File: src/rtl/maf_channel_scheduler.sv
// Shared moving-average datapath time-multiplexed across NUM_CH sample streams.
// Each channel owns an N-deep circular window, a running sum and a fill count.
// A round-robin arbiter accepts at most one sample per cycle, and the updated
// channel average is registered together with its channel index.
//
// Ports:
//   clk        system clock, rising edge
//   areset     asynchronous reset, active-high
//   in_valid   per-channel sample valid
//   in_data    packed samples, channel i at [i*DATA_WIDTH +: DATA_WIDTH]
//   in_ready   one-hot grant (combinational)
//   ch_clear   synchronous per-channel state clear
//   out_valid  result valid
//   out_ready  downstream ready
//   out_data   floor(window sum / N)
//   out_ch     channel index of out_data
//   out_warm   window of out_ch held N real samples at this result
module maf_channel_scheduler #(
    parameter int unsigned NUM_CH     = 4,
    parameter int unsigned N          = 4,
    parameter int unsigned DATA_WIDTH = 8
) (
    input  logic                           clk,
    input  logic                           areset,
    input  logic [NUM_CH-1:0]              in_valid,
    input  logic [NUM_CH*DATA_WIDTH-1:0]   in_data,
    output logic [NUM_CH-1:0]              in_ready,
    input  logic [NUM_CH-1:0]              ch_clear,
    output logic                           out_valid,
    input  logic                           out_ready,
    output logic [DATA_WIDTH-1:0]          out_data,
    output logic [$clog2(NUM_CH)-1:0]      out_ch,
    output logic                           out_warm
);

    localparam int unsigned CH_W   = $clog2(NUM_CH);
    localparam int unsigned IDX_W  = $clog2(N);
    localparam int unsigned SUM_W  = DATA_WIDTH + IDX_W;
    localparam int unsigned FILL_W = $clog2(N + 1);

    // Per-channel state
    logic [DATA_WIDTH-1:0] buf_q  [NUM_CH][N];
    logic [DATA_WIDTH-1:0] buf_d  [NUM_CH][N];
    logic [SUM_W-1:0]      sum_q  [NUM_CH];
    logic [SUM_W-1:0]      sum_d  [NUM_CH];
    logic [FILL_W-1:0]     fill_q [NUM_CH];
    logic [FILL_W-1:0]     fill_d [NUM_CH];
    logic [IDX_W-1:0]      widx_q [NUM_CH];
    logic [IDX_W-1:0]      widx_d [NUM_CH];

    // Arbiter pointer and output register
    logic [CH_W-1:0]       ptr_q, ptr_d;
    logic                  out_valid_q, out_valid_d;
    logic [DATA_WIDTH-1:0] out_data_q, out_data_d;
    logic [CH_W-1:0]       out_ch_q, out_ch_d;
    logic                  out_warm_q, out_warm_d;

    // Arbitration / datapath intermediates
    logic [NUM_CH-1:0]     eligible_c;
    logic                  gnt_found_c;
    logic [CH_W-1:0]       gnt_idx_c;
    int unsigned           arb_idx_c;
    logic                  can_accept_c;
    logic                  accept_c;
    logic [DATA_WIDTH-1:0] sample_c;
    logic [DATA_WIDTH-1:0] oldest_c;
    logic [SUM_W-1:0]      new_sum_c;
    logic [FILL_W-1:0]     new_fill_c;

    // Round-robin search upward from ptr_q; a cleared channel is never eligible.
    always_comb begin
        eligible_c  = in_valid & ~ch_clear;
        gnt_found_c = 1'b0;
        gnt_idx_c   = '0;
        arb_idx_c   = 0;
        for (int unsigned k = 0; k < NUM_CH; k++) begin
            arb_idx_c = 32'(ptr_q) + k;
            if (arb_idx_c >= NUM_CH) begin
                arb_idx_c = arb_idx_c - NUM_CH;
            end
            if (!gnt_found_c && eligible_c[arb_idx_c]) begin
                gnt_found_c = 1'b1;
                gnt_idx_c   = CH_W'(arb_idx_c);
            end
        end
    end

    // Grant only when the output register is free or draining this cycle.
    always_comb begin
        can_accept_c = !out_valid_q || out_ready;
        accept_c     = gnt_found_c && can_accept_c && !areset;
        in_ready     = '0;
        for (int unsigned i = 0; i < NUM_CH; i++) begin
            if (accept_c && (gnt_idx_c == CH_W'(i))) begin
                in_ready[i] = 1'b1;
            end
        end
    end

    // Granted channel's new sum and fill; sum never underflows as it contains oldest.
    always_comb begin
        sample_c  = in_data[32'(gnt_idx_c) * DATA_WIDTH +: DATA_WIDTH];
        oldest_c  = buf_q[gnt_idx_c][widx_q[gnt_idx_c]];
        new_sum_c = sum_q[gnt_idx_c] - SUM_W'(oldest_c) + SUM_W'(sample_c);
        if (fill_q[gnt_idx_c] == FILL_W'(N)) begin
            new_fill_c = fill_q[gnt_idx_c];
        end else begin
            new_fill_c = fill_q[gnt_idx_c] + FILL_W'(1);
        end
    end

    // Next state for channel windows, pointer and output register.
    always_comb begin
        buf_d       = buf_q;
        sum_d       = sum_q;
        fill_d      = fill_q;
        widx_d      = widx_q;
        ptr_d       = ptr_q;
        out_valid_d = out_valid_q;
        out_data_d  = out_data_q;
        out_ch_d    = out_ch_q;
        out_warm_d  = out_warm_q;

        for (int unsigned i = 0; i < NUM_CH; i++) begin
            if (ch_clear[i]) begin
                for (int unsigned j = 0; j < N; j++) begin
                    buf_d[i][j] = '0;
                end
                sum_d[i]  = '0;
                fill_d[i] = '0;
                widx_d[i] = '0;
            end else if (accept_c && (gnt_idx_c == CH_W'(i))) begin
                buf_d[i][widx_q[i]] = sample_c;
                sum_d[i]            = new_sum_c;
                fill_d[i]           = new_fill_c;
                // N is a power of two, so the index wraps naturally.
                widx_d[i]           = widx_q[i] + IDX_W'(1);
            end
        end

        if (accept_c) begin
            if (32'(gnt_idx_c) == NUM_CH - 1) begin
                ptr_d = '0;
            end else begin
                ptr_d = gnt_idx_c + CH_W'(1);
            end
            out_valid_d = 1'b1;
            out_data_d  = DATA_WIDTH'(new_sum_c >> IDX_W);
            out_ch_d    = gnt_idx_c;
            out_warm_d  = (new_fill_c == FILL_W'(N));
        end else if (out_ready) begin
            out_valid_d = 1'b0;
        end
    end

    always_ff @(posedge clk or posedge areset) begin
        if (areset) begin
            for (int unsigned i = 0; i < NUM_CH; i++) begin
                for (int unsigned j = 0; j < N; j++) begin
                    buf_q[i][j] <= '0;
                end
                sum_q[i]  <= '0;
                fill_q[i] <= '0;
                widx_q[i] <= '0;
            end
            ptr_q       <= '0;
            out_valid_q <= 1'b0;
            out_data_q  <= '0;
            out_ch_q    <= '0;
            out_warm_q  <= 1'b0;
        end else begin
            buf_q       <= buf_d;
            sum_q       <= sum_d;
            fill_q      <= fill_d;
            widx_q      <= widx_d;
            ptr_q       <= ptr_d;
            out_valid_q <= out_valid_d;
            out_data_q  <= out_data_d;
            out_ch_q    <= out_ch_d;
            out_warm_q  <= out_warm_d;
        end
    end

    assign out_valid = out_valid_q;
    assign out_data  = out_data_q;
    assign out_ch    = out_ch_q;
    assign out_warm  = out_warm_q;

endmodule

File: config.mk
export PLATFORM = sky130hd
export DESIGN_NAME = maf_channel_scheduler
export DESIGN_NICKNAME = d
export VERILOG_FILES = /design/src/rtl/maf_channel_scheduler.sv
export SDC_FILE = /design/constraint.sdc
export NUM_CORES = 1
export LEC_CHECK = 0
export BUFFER_PORTS_ARGS = -buffer_cell sky130_fd_sc_hd__buf_2
export CAP_MARGIN = 10
export CORE_MARGIN = 5
export CORE_UTILIZATION = 42
export CTS_BUF_LIST = sky130_fd_sc_hd__clkbuf_2
export CTS_CLUSTER_SIZE = 8
export DETAILED_ROUTE_END_ITERATION = 8
export HOLD_SLACK_MARGIN = 0.15
export PLACE_DENSITY_LB_ADDON = 0.2
export SKIP_LAST_GASP = 1
export SLEW_MARGIN = 5
export SYNTH_ARGS = -nofsm -noshare
export SYNTH_HDL_FRONTEND = slang
export SYNTH_SLANG_ARGS = --single-unit
export TNS_END_PERCENT = 5
File: constraint.sdc
create_clock -name clk -period 15.7 [get_ports clk]
set_input_delay 3.925 -clock clk [delete_from_list [all_inputs] [get_ports clk]]
set_output_delay 3.925 -clock clk [all_outputs]
set_load 0.01 [all_outputs]
Word level (Yosys, flattened, before mapping)
Cells that the tools add are included.
{"block": "totals", "latchBits": 0, "inputBits": 43, "ram_bits": 0, "n_memories": 0, "regBits": 202, "out_inout_bits": 16, "mem_bits_ro": 0}
{"block": "op_classes", "n_reduce_logical": 25, "mux": 87, "div_mod_pow": 0, "order_cmp": 18, "n_shift": 1, "bitwise_logic": 8, "addsub": 15, "multipliers": 0, "n_eq_ne": 5}
{"op": "two-way mux 32 bit", "n": 14}
{"op": "bitwise mux 32 bit", "n": 4}
{"op": "less-than comparator 32 x 3 -> 1 bit (second input constant)", "n": 4}
{"op": "two-way mux 10 bit", "n": 10}
{"op": "binary-select mux 32 bit (select 2 bit)", "n": 1}
{"op": "demux 8 bit (select 2 bit)", "n": 4}
{"op": "two-way mux 8 bit", "n": 6}
{"op": "two-way mux 3 bit", "n": 11}
{"op": "variable part select 32 x 6 -> 8 bit", "n": 1}
{"op": "two-way mux 2 bit", "n": 15}
{"op": "greater-or-equal comparator 3 bit (second input constant)", "n": 9}
{"op": "binary-select mux 10 bit (select 2 bit)", "n": 1}
{"op": "NOT 2 -> 3 bit", "n": 6}
{"op": "binary-select mux 8 bit (select 2 bit)", "n": 1}
{"op": "two-way mux 1 bit", "n": 14}
{"op": "logical AND 1 bit", "n": 13}
{"op": "less-than comparator 3 x 1 -> 1 bit (second input constant)", "n": 4}
{"op": "subtractor 3 x 3 -> 4 bit (second input constant)", "n": 3}
{"op": "adder 10 x 8 -> 10 bit", "n": 1}
{"op": "adder 2 x 1 -> 2 bit (second input constant)", "n": 5}
{"op": "nonzero test 2 bit", "n": 5}
{"op": "subtractor 10 x 8 -> 10 bit", "n": 1}
{"op": "binary-select mux 1 bit (select 2 bit)", "n": 4}
{"op": "adder 2 x 2 -> 3 bit (second input constant)", "n": 2}
{"op": "14 further kinds", "n": 20}

Depth between registers and ports, before layout
{"block": "logic_depth", "ltp_word": 26, "mapped_depth": 22}

Worst setup path before layout
Ideal clock, no wire load.
{"block": "synth_timing", "path_type": "input-to-output", "from": "input port ch_clear[0]", "to": "output port in_ready[0]", "cell_stages": 13, "path_buffers": 6, "setup_slack_ns": 5.706, "t_arrival_ns": 6.069, "cell_sequence": "buf_4 and3b_4 o21a_1 buf_4 nor2_8 inv_4 buf_2 buf_2 ha_1 nand3_1 inv_1 buf_2 buf_2"}
{"block": "synth_via", "elab_chain_len": 18, "word_cells_on_any_way": 29, "cone_classes": "mux (17); bitwise (2); reduce/logical (10)"}
{"item": "start: declaration", "line": "28", "rtl": "input logic [NUM_CH-1:0] ch_clear,"}
{"item": "NOT 4 bit (*)", "line": "72", "rtl": "eligible_c = in_valid & ~ch_clear;"}
{"item": "AND 4 bit (*)", "line": "72"}
{"item": "binary-select mux 1 bit (select 2 bit)", "line": "81", "rtl": "if (!gnt_found_c && eligible_c[arb_idx_c]) begin"}
{"item": "two-way mux 1 bit (not written as such)", "line": "81"}
{"item": "two-way mux 1 bit", "line": "81"}
{"item": "logical NOT 1 bit", "line": "81"}
{"item": "logical AND 1 bit", "line": "81"}
{"item": "two-way mux 1 bit", "line": "81"}
{"item": "logical NOT 1 bit", "line": "81"}
{"item": "logical AND 1 bit", "line": "81"}
{"item": "two-way mux 1 bit", "line": "81"}
{"item": "logical NOT 1 bit", "line": "81"}
{"item": "logical AND 1 bit", "line": "81"}
{"item": "two-way mux 1 bit", "line": "81"}
{"item": "logical AND 1 bit (2 in series)", "line": "91", "rtl": "accept_c = gnt_found_c && can_accept_c && !areset;"}
{"item": "logical AND 1 bit (*)", "line": "94", "rtl": "if (accept_c && (gnt_idx_c == CH_W'(i))) begin"}
{"item": "two-way mux 1 bit (*)", "line": "94"}
{"item": "end: declaration", "line": "27", "rtl": "output logic [NUM_CH-1:0] in_ready,"}
Every way passes the cells marked *; elsewhere a longest branch is shown, timed or not. The select of a mux whose other input is x is not followed.

Final worst setup path
Same ends and word-level chain as after synthesis.

==> metrics.csv <==
stage,metric,value,unit
cts,CTS tree,built,
layout,Layout area overhead,6.83,%
synth,Ys Warns,0,
route,DRC Markers,0,
cts,H-tree depth,2,
grt,grt ovf,0,
layout,share of layout cells above drive strength 1,0.139,
timing,PnR worst setup slack,3.60,ns
synth,sequential area share after synthesis,0.423,
cts,CTS root buf,clkbuf_2,
timing,Worst Max-Slew Pin Slew,1.11,ns
flow_run,max cap viols,0,
timing,fmax,82.7,MHz
synth,asr flop ratio synth,1.00,
floorplanning,Ports,59,
floorplanning,Die Width,179,um
cts,Worst-Skew Late Latency,0.84,ns
route,WL final,37.8,mm
route,ANT nets after route,0,
worst_setup_path,R2R depth,15,
worst_setup_path,CP required,11.77,ns
synth,Post-Syn Area,12000,um2
grt,largest net degree at the start of global routing,128,
timing,Setup Skew,0.0550,ns
min_path,hold path cells,2,
cts,Post-CTS Resized,0,
route,vias per std cell,5.95,
place,pre-CTS setup slack,3.62,ns
synth,post-synthesis area per instance,9.29,um2
worst_setup_path,crit path DAT,8.17,ns
worst_setup_path,Worst setup EP type,output pin,
place,Placer Congestion,0.887,
timing,Tcrit/Tclk final,0.771,
cts,cts hold-fix bufs,0,
timing,RSZ-0062 raised after global routing,false,
floorplanning,Core Area,27900,um2
floorplanning,starting density of the core,0.428,
cts,Clock Tree Buf Depth,3,
synth,Post-synth top flop,dfrtp_1,
run_status,outcome,"complete, no violations",
floorplanning,# rows,61,
min_path,Hold Crit Class,register to register,
grt,global-route wire length before repair,58.9,mm
pwr,Leak Pwr,5.42,nW
layout,Layout Nets,1371,
floorplanning,chip height,179,um
pwr,VDD IR max,0.166,mV
timing,Slew Limit Fails,0,
grt,Global Route Usage Sum,0.238,
layout,final instance area,12800,um2
worst_setup_path,WS Path Type,input pin to output pin,
worst_setup_path,CP Launch Type,input pin,
cts,"Reg clk slew, reported paths",0.09,ns
place,port buffer count,58,
timing,min cycle time layout,12.10,ns
worst_setup_path,r2r endpoint,sum_q[7],
timing,final hold vios,0,
cts,CTS Buf Count,55,
grt,initial antenna violation count,5,
synth,Synthesized Nets,1367,
worst_setup_path,crit path max fanout,70,
place,Placement Cell Area,12300,um2
route,drt pass-1 iters,5,
cts,clk sink count,202,
place,Post-DP HPWL,24.4,mm
synth,"Distinct cells, synth",71,
route,Wirelength per Cell,22.1,um
timing,normalized max-slew margin,0.263,
route,total number of vias,10194,
min_path,Hold EP,out_data[4],
grt,vias in the first global route,9978,
floorplanning,Die Area,31900,um2
worst_setup_path,worst r2r src,ptr_q[1],
timing,setup TNS,0,ns
synth,cells after synthesis,1287,
pwr,PwrDens,144,nW/um2
route,Initial DRC Count,929,
synth,post-synthesis register bit count,202,
cts,number of setup buffers added after CTS,0,
synth,"EDFF count, synth",0,
worst_setup_path,r2r setup slk,9.68,ns
timing,final setup vio count,0,
min_path,hold path startpoint,out_data[4],
==> worst max-delay path, cell delays in order <==
cell and delay [ns]:
buf_2 0.77, and3b_4 0.35, o311a_4 0.57, nor2_4 0.56, inv_2 0.37, ha_1 0.30
nand3_1 0.49, inv_1 0.49, buf_2 0.28
==> registers in the layout, summed over array words and instances (netlist names) <==
name       flops
ptr_q          2
fill_q        12
out_data       8
out_warm       1
widx_q         8
sum_q         40
out_ch         2
buf_q        128
out_valid      1
==> metal layers <==
metal | wire length, um | global-route usage
met5 | 40 | 0
met2 | 16400 | 0.345
met1 | 17200 | 0.348
met4 | 1020 | 0.0755
met3 | 3080 | 0.0626
==> final cells by class <==
type,instances,area [um2]
antenna,2,5.00
sequential,202,5050
clock buffer,78,390
clock inverter,20,82.6
fill,2785,15200
inverter,38,163
multi-input combinational,927,6250
timing repair buffer,67,358
tap,378,473
==> cells by family after synthesis <==
kind of cell             count (synthesis)  synth area share
flip-flops                             202             0.423
adder cells (fa/ha/maj)                 37            0.0437
buffers and inverters                  158            0.0580
AO/OA/AOI/OAI                          383             0.205
AND/OR/NAND/NOR                        431             0.208
multiplexers                            64            0.0539
XOR/XNOR                                12           0.00879
==> per-stage QoR <==
stage / hold slack, ns / instances / utilization / power (mW)
floorplan: 0.475 / 1287 / - / 1.17
global placement: 0.459 / 1612 / 0.440 / 1.47
detailed placement: 0.458 / 1612 / 0.440 / 1.47
CTS: 0.488 / 1710 / 0.457 / 1.84
global route: 0.510 / 1712 / 0.457 / 1.96
finish: 0.483 / 1712 / 0.457 / 1.84
==> cell usage after synthesis, drive strengths merged, types with 9 or more instances <==
master	number	area (um2)
a32oi	34	298
buf	46	259
ha	29	363
a311oi	34	298
a21oi	48	240
o21bai	9	67.6
nand3	95	563
nor2	18	91.3
clkbuf	74	279
dfrtp	202	5050
a22oi	34	274
nand3b	92	691
nor3b	10	75.1
nand2	141	544
mux2i	61	611
o21ai	186	942
inv	36	138
nand2b	43	269
==> worst max path at each step <==
stage,from,end,slack [ns],cells past startpoint
2_1_floorplan,ch_clear[0],in_ready[0],5.71,13
3_3_place_gp,ch_clear[0],in_ready[0],3.72,9
3_5_place_dp,ch_clear[0],in_ready[0],3.62,9
4_1_cts,ch_clear[0],in_ready[0],3.61,9
5_1_grt,ch_clear[0],in_ready[0],3.37,9
6_report,ch_clear[0],in_ready[0],3.60,9
==> power by group <==
part           total (mW)  internal [mW]  switching [mW]
Combinational       0.855          0.245           0.610
Clock               0.365          0.135           0.231
Sequential          0.621          0.578          0.0431
==> cell usage in the layout, fill, tap and decap left out, types with 9 or more instances in the layout <==
| cell type | count |
|---|---|
| dfrtp_1 | 202 |
| nand2_1 | 139 |
| o21ai_0 | 117 |
| nand3b_1 | 92 |
| nand3_1 | 88 |
| clkbuf_2 | 78 |
| o21ai_1 | 67 |
| mux2i_1 | 61 |
| buf_2 | 58 |
| a21oi_1 | 48 |
| nand2b_1 | 43 |
| a32oi_1 | 34 |
| a311oi_1 | 34 |
| inv_1 | 33 |
| a22oi_1 | 32 |
| ha_1 | 29 |
| clkinv_1 | 17 |
| nor2_1 | 15 |
| nor3b_1 | 10 |
| o21bai_1 | 9 |
| buf_4 | 9 |
Note: power is estimated with default switching activity, not from simulation.
